<file path="config.mk">
export PLATFORM = sky130hd
export DESIGN_NAME = fetch_queue_unit
export DESIGN_NICKNAME = d
export VERILOG_FILES = /design/src/rtl/fetch_queue_unit.sv
export SDC_FILE = /design/constraint.sdc
export NUM_CORES = 1
export LEC_CHECK = 0
export BUFFER_PORTS_ARGS = -buffer_cell sky130_fd_sc_hd__buf_2
export CORE_MARGIN = 4
export CORE_UTILIZATION = 60
export CTS_BUF_LIST = sky130_fd_sc_hd__clkbuf_4 sky130_fd_sc_hd__clkbuf_8
export CTS_CLUSTER_SIZE = 25
export DETAILED_ROUTE_END_ITERATION = 7
export HOLD_SLACK_MARGIN = 0.08
export PLACE_DENSITY_LB_ADDON = 0.25
export SLEW_MARGIN = 10
export SYNTH_ARGS = -nofsm -noshare
export SYNTH_HDL_FRONTEND = slang
export SYNTH_SLANG_ARGS = --single-unit
export TNS_END_PERCENT = 1
</file>
<file path="constraint.sdc">
create_clock -name clk -period 19.81 [get_ports clk]
set_input_delay 0.9905 -clock clk [delete_from_list [all_inputs] [get_ports clk]]
set_output_delay 0.9905 -clock clk [all_outputs]
set_load 0.01 [all_outputs]
</file>
<file path="src/rtl/fetch_queue_unit.sv">
// Instruction fetch front-end: one ICache request in flight, follows the predictor's
// next PC, buffers {instruction, PC, predicted next PC} in a show-ahead FIFO, and
// discards responses that belong to a fetch stream killed by a redirect.
module fetch_queue_unit #(
    parameter int unsigned       ADDR_W   = 32,
    parameter int unsigned       INST_W   = 32,
    parameter int unsigned       DEPTH    = 4,
    parameter logic [ADDR_W-1:0] RESET_PC = '0
) (
    input  logic                       clk,
    input  logic                       rst,
    input  logic                       rdy,
    input  logic [ADDR_W-1:0]          pred_next_pc,
    input  logic                       clr,
    input  logic [ADDR_W-1:0]          clr_pc,
    output logic [ADDR_W-1:0]          icache_addr,
    output logic                       icache_rn,
    input  logic [INST_W-1:0]          icache_data,
    input  logic                       icache_ready,
    output logic                       inst_valid,
    output logic [INST_W-1:0]          inst,
    output logic [ADDR_W-1:0]          inst_pc,
    output logic [ADDR_W-1:0]          inst_pred_pc,
    input  logic                       inst_accept,
    output logic [ADDR_W-1:0]          fetch_pc,
    output logic [$clog2(DEPTH):0]     count,
    output logic [31:0]                drop_count
);

    localparam int unsigned PTR_W = $clog2(DEPTH);
    localparam int unsigned CNT_W = PTR_W + 1;
    localparam logic [CNT_W-1:0] DepthCnt = CNT_W'(DEPTH);

    typedef enum logic [1:0] {StIssue, StWait, StDrop} state_e;

    state_e              state_q, state_d;
    logic [ADDR_W-1:0]   fetch_pc_q, fetch_pc_d;
    logic [ADDR_W-1:0]   addr_q, addr_d;
    logic                rn_q, rn_d;
    logic [PTR_W-1:0]    wr_ptr_q, wr_ptr_d;
    logic [PTR_W-1:0]    rd_ptr_q, rd_ptr_d;
    logic [CNT_W-1:0]    count_q, count_d;
    logic [31:0]         drop_q, drop_d;

    logic [INST_W-1:0]   mem_inst_q [DEPTH];
    logic [ADDR_W-1:0]   mem_pc_q   [DEPTH];
    logic [ADDR_W-1:0]   mem_pred_q [DEPTH];

    logic push, pop, drop, flush;

    assign inst_valid   = (count_q != '0);
    assign inst         = mem_inst_q[rd_ptr_q];
    assign inst_pc      = mem_pc_q[rd_ptr_q];
    assign inst_pred_pc = mem_pred_q[rd_ptr_q];
    assign icache_addr  = addr_q;
    // A frozen pulse is never sampled by the ICache, which shares rdy.
    assign icache_rn    = rn_q & rdy;
    assign fetch_pc     = fetch_pc_q;
    assign count        = count_q;
    assign drop_count   = drop_q;

    // Fetch FSM next state and FIFO control; a redirect overrides everything else.
    always_comb begin
        state_d    = state_q;
        fetch_pc_d = fetch_pc_q;
        addr_d     = addr_q;
        rn_d       = 1'b0;
        push       = 1'b0;
        pop        = 1'b0;
        drop       = 1'b0;
        flush      = 1'b0;
        if (clr) begin
            flush      = 1'b1;
            fetch_pc_d = clr_pc;
            case (state_q)
                StWait: begin
                    if (icache_ready) begin
                        drop    = 1'b1;
                        state_d = StIssue;
                    end else begin
                        state_d = StDrop;
                    end
                end
                StDrop: begin
                    if (icache_ready) begin
                        drop    = 1'b1;
                        state_d = StIssue;
                    end
                end
                default: state_d = StIssue;
            endcase
        end else begin
            pop = inst_valid & inst_accept;
            case (state_q)
                StIssue: begin
                    // Issuing only below DEPTH reserves the slot the response will use.
                    if (count_q < DepthCnt) begin
                        rn_d    = 1'b1;
                        addr_d  = fetch_pc_q;
                        state_d = StWait;
                    end
                end
                StWait: begin
                    if (icache_ready) begin
                        push       = 1'b1;
                        fetch_pc_d = pred_next_pc;
                        state_d    = StIssue;
                    end
                end
                StDrop: begin
                    if (icache_ready) begin
                        drop    = 1'b1;
                        state_d = StIssue;
                    end
                end
                default: state_d = StIssue;
            endcase
        end
    end

    // Pointer, occupancy and discard-counter next values.
    always_comb begin
        wr_ptr_d = wr_ptr_q;
        rd_ptr_d = rd_ptr_q;
        count_d  = count_q;
        drop_d   = drop_q;
        if (drop) begin
            drop_d = drop_q + 32'd1;
        end
        if (flush) begin
            wr_ptr_d = '0;
            rd_ptr_d = '0;
            count_d  = '0;
        end else begin
            if (push) begin
                wr_ptr_d = wr_ptr_q + PTR_W'(1);
            end
            if (pop) begin
                rd_ptr_d = rd_ptr_q + PTR_W'(1);
            end
            case ({push, pop})
                2'b10:   count_d = count_q + CNT_W'(1);
                2'b01:   count_d = count_q - CNT_W'(1);
                default: count_d = count_q;
            endcase
        end
    end

    // Control state registers, frozen while rdy is low.
    always_ff @(posedge clk or posedge rst) begin
        if (rst) begin
            state_q    <= StIssue;
            fetch_pc_q <= RESET_PC;
            addr_q     <= '0;
            rn_q       <= 1'b0;
            wr_ptr_q   <= '0;
            rd_ptr_q   <= '0;
            count_q    <= '0;
            drop_q     <= '0;
        end else if (rdy) begin
            state_q    <= state_d;
            fetch_pc_q <= fetch_pc_d;
            addr_q     <= addr_d;
            rn_q       <= rn_d;
            wr_ptr_q   <= wr_ptr_d;
            rd_ptr_q   <= rd_ptr_d;
            count_q    <= count_d;
            drop_q     <= drop_d;
        end
    end

    // FIFO storage; cleared on reset so the head fields read zero out of reset.
    always_ff @(posedge clk or posedge rst) begin
        if (rst) begin
            for (int i = 0; i < int'(DEPTH); i++) begin
                mem_inst_q[i] <= '0;
                mem_pc_q[i]   <= '0;
                mem_pred_q[i] <= '0;
            end
        end else if (rdy && push) begin
            mem_inst_q[wr_ptr_q] <= icache_data;
            mem_pc_q[wr_ptr_q]   <= fetch_pc_q;
            mem_pred_q[wr_ptr_q] <= pred_next_pc;
        end
    end

endmodule

</file>
# ---- Yosys cells after proc, flatten, opt, wreduce, memory -nomap -nowiden
# Index checks and enable logic that the tools add are counted.
# Widths: inputs -> output; s select.
dict set report totals {
  mem_bits_rw 0
  register_bits 490
  rom_bits 0
  n_memories 0
  latch_bits 0
  out_inout_bits 197
  in_bits 102
  word_cells 96
}
dict set report op_classes {
  n_shift 0
  n_div 0
  n_reduce_logical 17
  n_mux 40
  add_sub_neg 5
  n_lt_le_gt_ge 4
  eq_ne 5
  n_mul 0
  bitwise 5
}
# op n
set op_table {}
lappend op_table {{$bwmux 128} 3}
lappend op_table {{$mux 32} 10}
lappend op_table {{$bmux 32 s2} 3}
lappend op_table {{$demux 32 s2} 1}
lappend op_table {{$add 32x1->32 const B} 1}
lappend op_table {{$mux 2} 8}
lappend op_table {{$mux 1} 11}
lappend op_table {{$reduce_and 2->1} 5}
lappend op_table {{$pmux 2 s2} 2}
lappend op_table {{$reduce_bool 2->1} 4}
lappend op_table {{$ge 3x3->1 const B} 2}
lappend op_table {{$not 2->3} 2}
lappend op_table {{$pmux 3 s2} 1}
lappend op_table {{$reduce_bool 3->1} 2}
lappend op_table {{$add 2x1->2 const B} 2}
lappend op_table {{$eq 2x1->1 const B} 2}
lappend op_table {{$eq 2x2->1 const B} 2}
lappend op_table {{$reduce_and 4->1} 1}
lappend op_table {{$add 3x1->3 const B} 1}
lappend op_table {{$lt 3x1->1 const B} 1}
lappend op_table {{$lt 3x3->1 const B} 1}
lappend op_table {{$mux 3} 1}
lappend op_table {{$ne 3x3->1 const B} 1}
lappend op_table {{$reduce_and 3->1} 1}
lappend op_table {{6 further kinds} 8}

# ---- Depth between registers and ports, before layout
dict set report depth {
  ltp_word 6
  mapped_depth 9
  mapped_depth_nobuf 9
}

# ---- Worst setup path after synthesis
# No wires, ideal clock.
dict set report synth_timing {
  path_kind {input to register}
  start {input clr}
  end {register count_q[2], in the netlist count[2]}
  cell_stages 8
  arrival_ps 2743
  path_slack_ps 17001
  required_time_ps 19744
  n_path_buf 3
  setup_time_ps 66
  path_cell_list {buf_6 buf_2 buf_1 nor3_1 fa_1 o21ai_0 mux2i_1 a22o_1}
}
dict set report synth_between {
  elab_chain_cells 4
  word_cells_on_any_way 9
  classes_between {2 x eq/ne; 5 x mux; 2 x reduce/logical}
}
# item line
set synth_rtl {}
lappend synth_rtl {{start, declared} 14} ;# input logic clr,
lappend synth_rtl {{$mux 1} 72} ;# if (clr) begin
lappend synth_rtl {{$eq 2x1->1 / $eq 2x2->1 (equally long branches)} 141} ;# case ({push, pop})
lappend synth_rtl {{$pmux 3 s2 / $reduce_bool 3->1 (equally long branches)} -}
lappend synth_rtl {{$mux 3 / $reduce_and 2->1 (equally long branches)} -}
lappend synth_rtl {{end signal, assigned} 167} ;# count_q <= count_d;
lappend synth_rtl {{end, declared} 42} ;# logic [CNT_W-1:0] count_q, count_d;
# Parallel ways exist; a longest one is shown, timed or not.
# A chain may end at the register's enable or synchronous reset.

# ---- Final worst setup path
dict set report layout_timing {
  start {register rd_ptr_q[0]}
  end {output inst_pred_pc[26]}
}
dict set report layout_between {
  elab_chain_cells 4
}
# item line
set layout_rtl {}
lappend layout_rtl {{start, declared} 41} ;# logic [PTR_W-1:0] rd_ptr_q, rd_ptr_d;
lappend layout_rtl {{start signal, assigned} 166} ;# rd_ptr_q <= rd_ptr_d;
lappend layout_rtl {{$not 2->3 (not written as such)} 54} ;# assign inst_pred_pc = mem_pred_q[rd_ptr_q];
lappend layout_rtl {{$bmux 32 s2} 54}
lappend layout_rtl {{$mux 32 (not written as such) (2 in series)} 54}
lappend layout_rtl {{end, declared} 23} ;# output logic [ADDR_W-1:0] inst_pred_pc,
# Every way passes these cells. The select of a mux whose other input is x is not followed.

==> impl_metrics.csv <==
group,metric,value,unit
critical_path,r2r-end,"mem_inst_q[62]",
timing,final.setup_skew,0.0190,ns
critical_path,crit_path_top_delay_cell,"dfrtp_4",
synth,ys_seq_area_share,57.8,%
timing,hold_violations,0,
timing,tightest_slew,1.01,ns
critical_path,timing.rr.start,"state_q[1]",
clock_network,cts_root_buf,"clkbuf_8",
routing,drcViolationCount,0,
clock_network,ctsHoldBuffers,0,
synth,synth_ff_type,"dfrtp_1",
clock_network,h-tree-depth,3,
grt,grt_pass1_vias,13600,
critical_path,cp_slowest_stage_delay,0.78,ns
synth,postSynthAreaPerCell,15.8,um2
timing,rsz0062_at_grt,"no",
layout,fin_cells,2163,
layout,drive_above_1_share,57.2,%
min_path,hold_depth,1,
clock_network,cts_resized,0,
pwr,ir_worst_vdd,0.0873,mV
clock_network,clockBufferDepth,3,
clock_network,cts_setup_buffers,0,
placement,post_dp_cell_area,0.0231,mm2
grt,antenna_found_initial,2,
critical_path,rr_worst_depth,7,
critical_path,critPathCaptureType,"output pin",
layout,final_cell_mix,"dfrtp_1 (488), mux2_2 (418), buf_2 (298)",
placement,post-place-cells,2029,
synth,synth.cell_area,0.0212,mm2
grt,grt-ovfl-total,0,
die,rows,68,
critical_path,path_class,"reg -> out",
timing,tns,0,ns
routing,vias,12600,
timing,finalCriticalPeriod,4.76,ns
clock_network,cts.clk_slew.worst_paths,0.06,ns
synth,async_flop_share,100,%
die,pin_count,299,
die,core,0.0347,mm2
routing,routedWlPerCell,21.8,um
critical_path,path_cells,"buf_4 > buf_4 > mux4_2 > buf_2",
synth,ys_ff_latch,490,
synth,ys_types,47,
timing,max_slew_margin,32.5,%
clock_network,cts_made_buffers,80,
synth,syn_inst,1341,
pwr,leakage,0.0125,uW
layout,final_common_cell,"dfrtp_1",
critical_path,start_kind,"flip-flop",
routing,drtPass1Iterations,4,
timing,slew_violations,0,
critical_path,rrSetupSlack,16.80,ns
pwr,p_per_area,129,mW/mm2
layout,nNetsFinal,1768,
routing,drtIter0Drc,618,
layout,fin_area,0.0247,mm2
timing,finalSetupViolations,0,
placement,io_buffers,298,
timing,max_clock_freq,210,MHz
timing,min_period_over_period,24.0,%
pwr,total_power,3190,uW
clock_network,cts_sinks,490,
placement,gp_congestion,0.768,
layout,fin_util,71.0,%
clock_network,cts_tree,"yes",
clock_network,clk_latency,0.62,ns
routing,viasPerCell,5.82,
synth,syn_nets,1453,
die,die_w,196,um
layout,area_growth,16.3,%
die,dieArea,0.0384,mm2
run_status,status,"completed",
grt,grt_use_total,24.9,%
routing,ant_nets,0,
min_path,hold_start,"drop_count[31]",
run,maxCapViolCount,0,
critical_path,arrival,3.77,ns
critical_path,worstPathMaxFanout,40,
routing,drt-total-wl,47100,um
critical_path,cpMostUsedCell,"buf_4",
min_path,hold_path.class,"reg -> reg",
critical_path,required,18.82,ns
die,start_util,61.1,%
placement,hpwl,29400,um
die,fp.dieH,196,um
grt,grt_pass1_wl,76000,um
grt,grt_max_degree,173,
synth,synth_edf_count,0,
min_path,hold_end,"drop_count[31]",
synth,ys_warn_count,0,
where the power goes:
group,internal [uW],switching (uW)
combinational,498,422
sequential,1220,174
clock,488,381
total,2210,977
area by class of cell:
cell class	instances	area, um2
Clock buffer	125	1530
Multi-Input combinational cell	761	8580
Antenna cell	1	2.50
Inverter	11	48.8
Clock inverter	8	48.8
Sequential cell	490	12300
Tap cell	455	569
Fill cell	2319	10100
Timing Repair Buffer	312	1610
sequential cells by signal, indices dropped and copies added, names as in the netlist:
signal       count
count            3
drop_count      32
fetch_pc        32
icache_addr     32
mem_inst_q     128
mem_pc_q       128
mem_pred_q     128
rd_ptr_q         2
rn_q             1
state_q          2
wr_ptr_q         2
kinds of logic after synthesis:
| family | Yosys count | synth area share (%) |
|---|---|---|
| multiplexers | 548 | 34.0 |
| flip-flops | 490 | 57.8 |
| AND/OR/NAND/NOR | 117 | 2.82 |
| buffers and inverters | 90 | 1.88 |
| AO/OA/AOI/OAI | 54 | 1.49 |
| XOR/XNOR | 32 | 1.32 |
| adder cells (fa/ha/maj) | 10 | 0.626 |
cell usage after synthesis, types with 11 or more instances:
cell type	count	area share (%)
xor2_1	11	0.45
mux4_2	96	10
nor2_1	16	0.28
mux2i_1	33	1.6
inv_1	11	0.19
nand2_1	53	0.94
buf_2	39	0.92
mux2_2	418	22
xnor2_1	21	0.87
o21ai_0	36	0.85
clkbuf_1	37	0.66
dfrtp_1	490	58
per-stage QoR:
stage | hold slack, ns | setup slack (ns)
2_1_floorplan | 0.446 | 5.14
3_3_place_gp | 0.460 | 15.60
3_5_place_dp | 0.460 | 15.59
4_1_cts | 0.467 | 14.90
5_1_grt | 0.499 | 14.71
6_report | 0.469 | 15.05
critical path, delay by kind of cell (launching register included):
kind                   cells  cell delay, ns
buffers and inverters      3            1.67
DFF                        1            0.78
muxes                      1            0.64
layer usage:
layer	share of wire, %	global-route usage, %	vias to the layer above
li1	-	-	5562
met1	44	34.4	6647
met2	49	40.1	312
met3	5.8	6.17	71
met4	2.0	7.14	0
met5	0	0	-
how the worst max path moves through the flow:
stage	start	end	depth (start not counted)
after floorplan	rst	count[0]	1
after global placement	rd_ptr_q[0]	inst_pred_pc[26]	4
after detailed placement	rd_ptr_q[0]	inst_pred_pc[26]	4
after CTS	rd_ptr_q[0]	inst_pred_pc[26]	4
after global routing	rd_ptr_q[0]	inst_pred_pc[26]	4
final	rd_ptr_q[0]	inst_pred_pc[26]	4
Note: power is estimated with default switching activity, not from simulation.
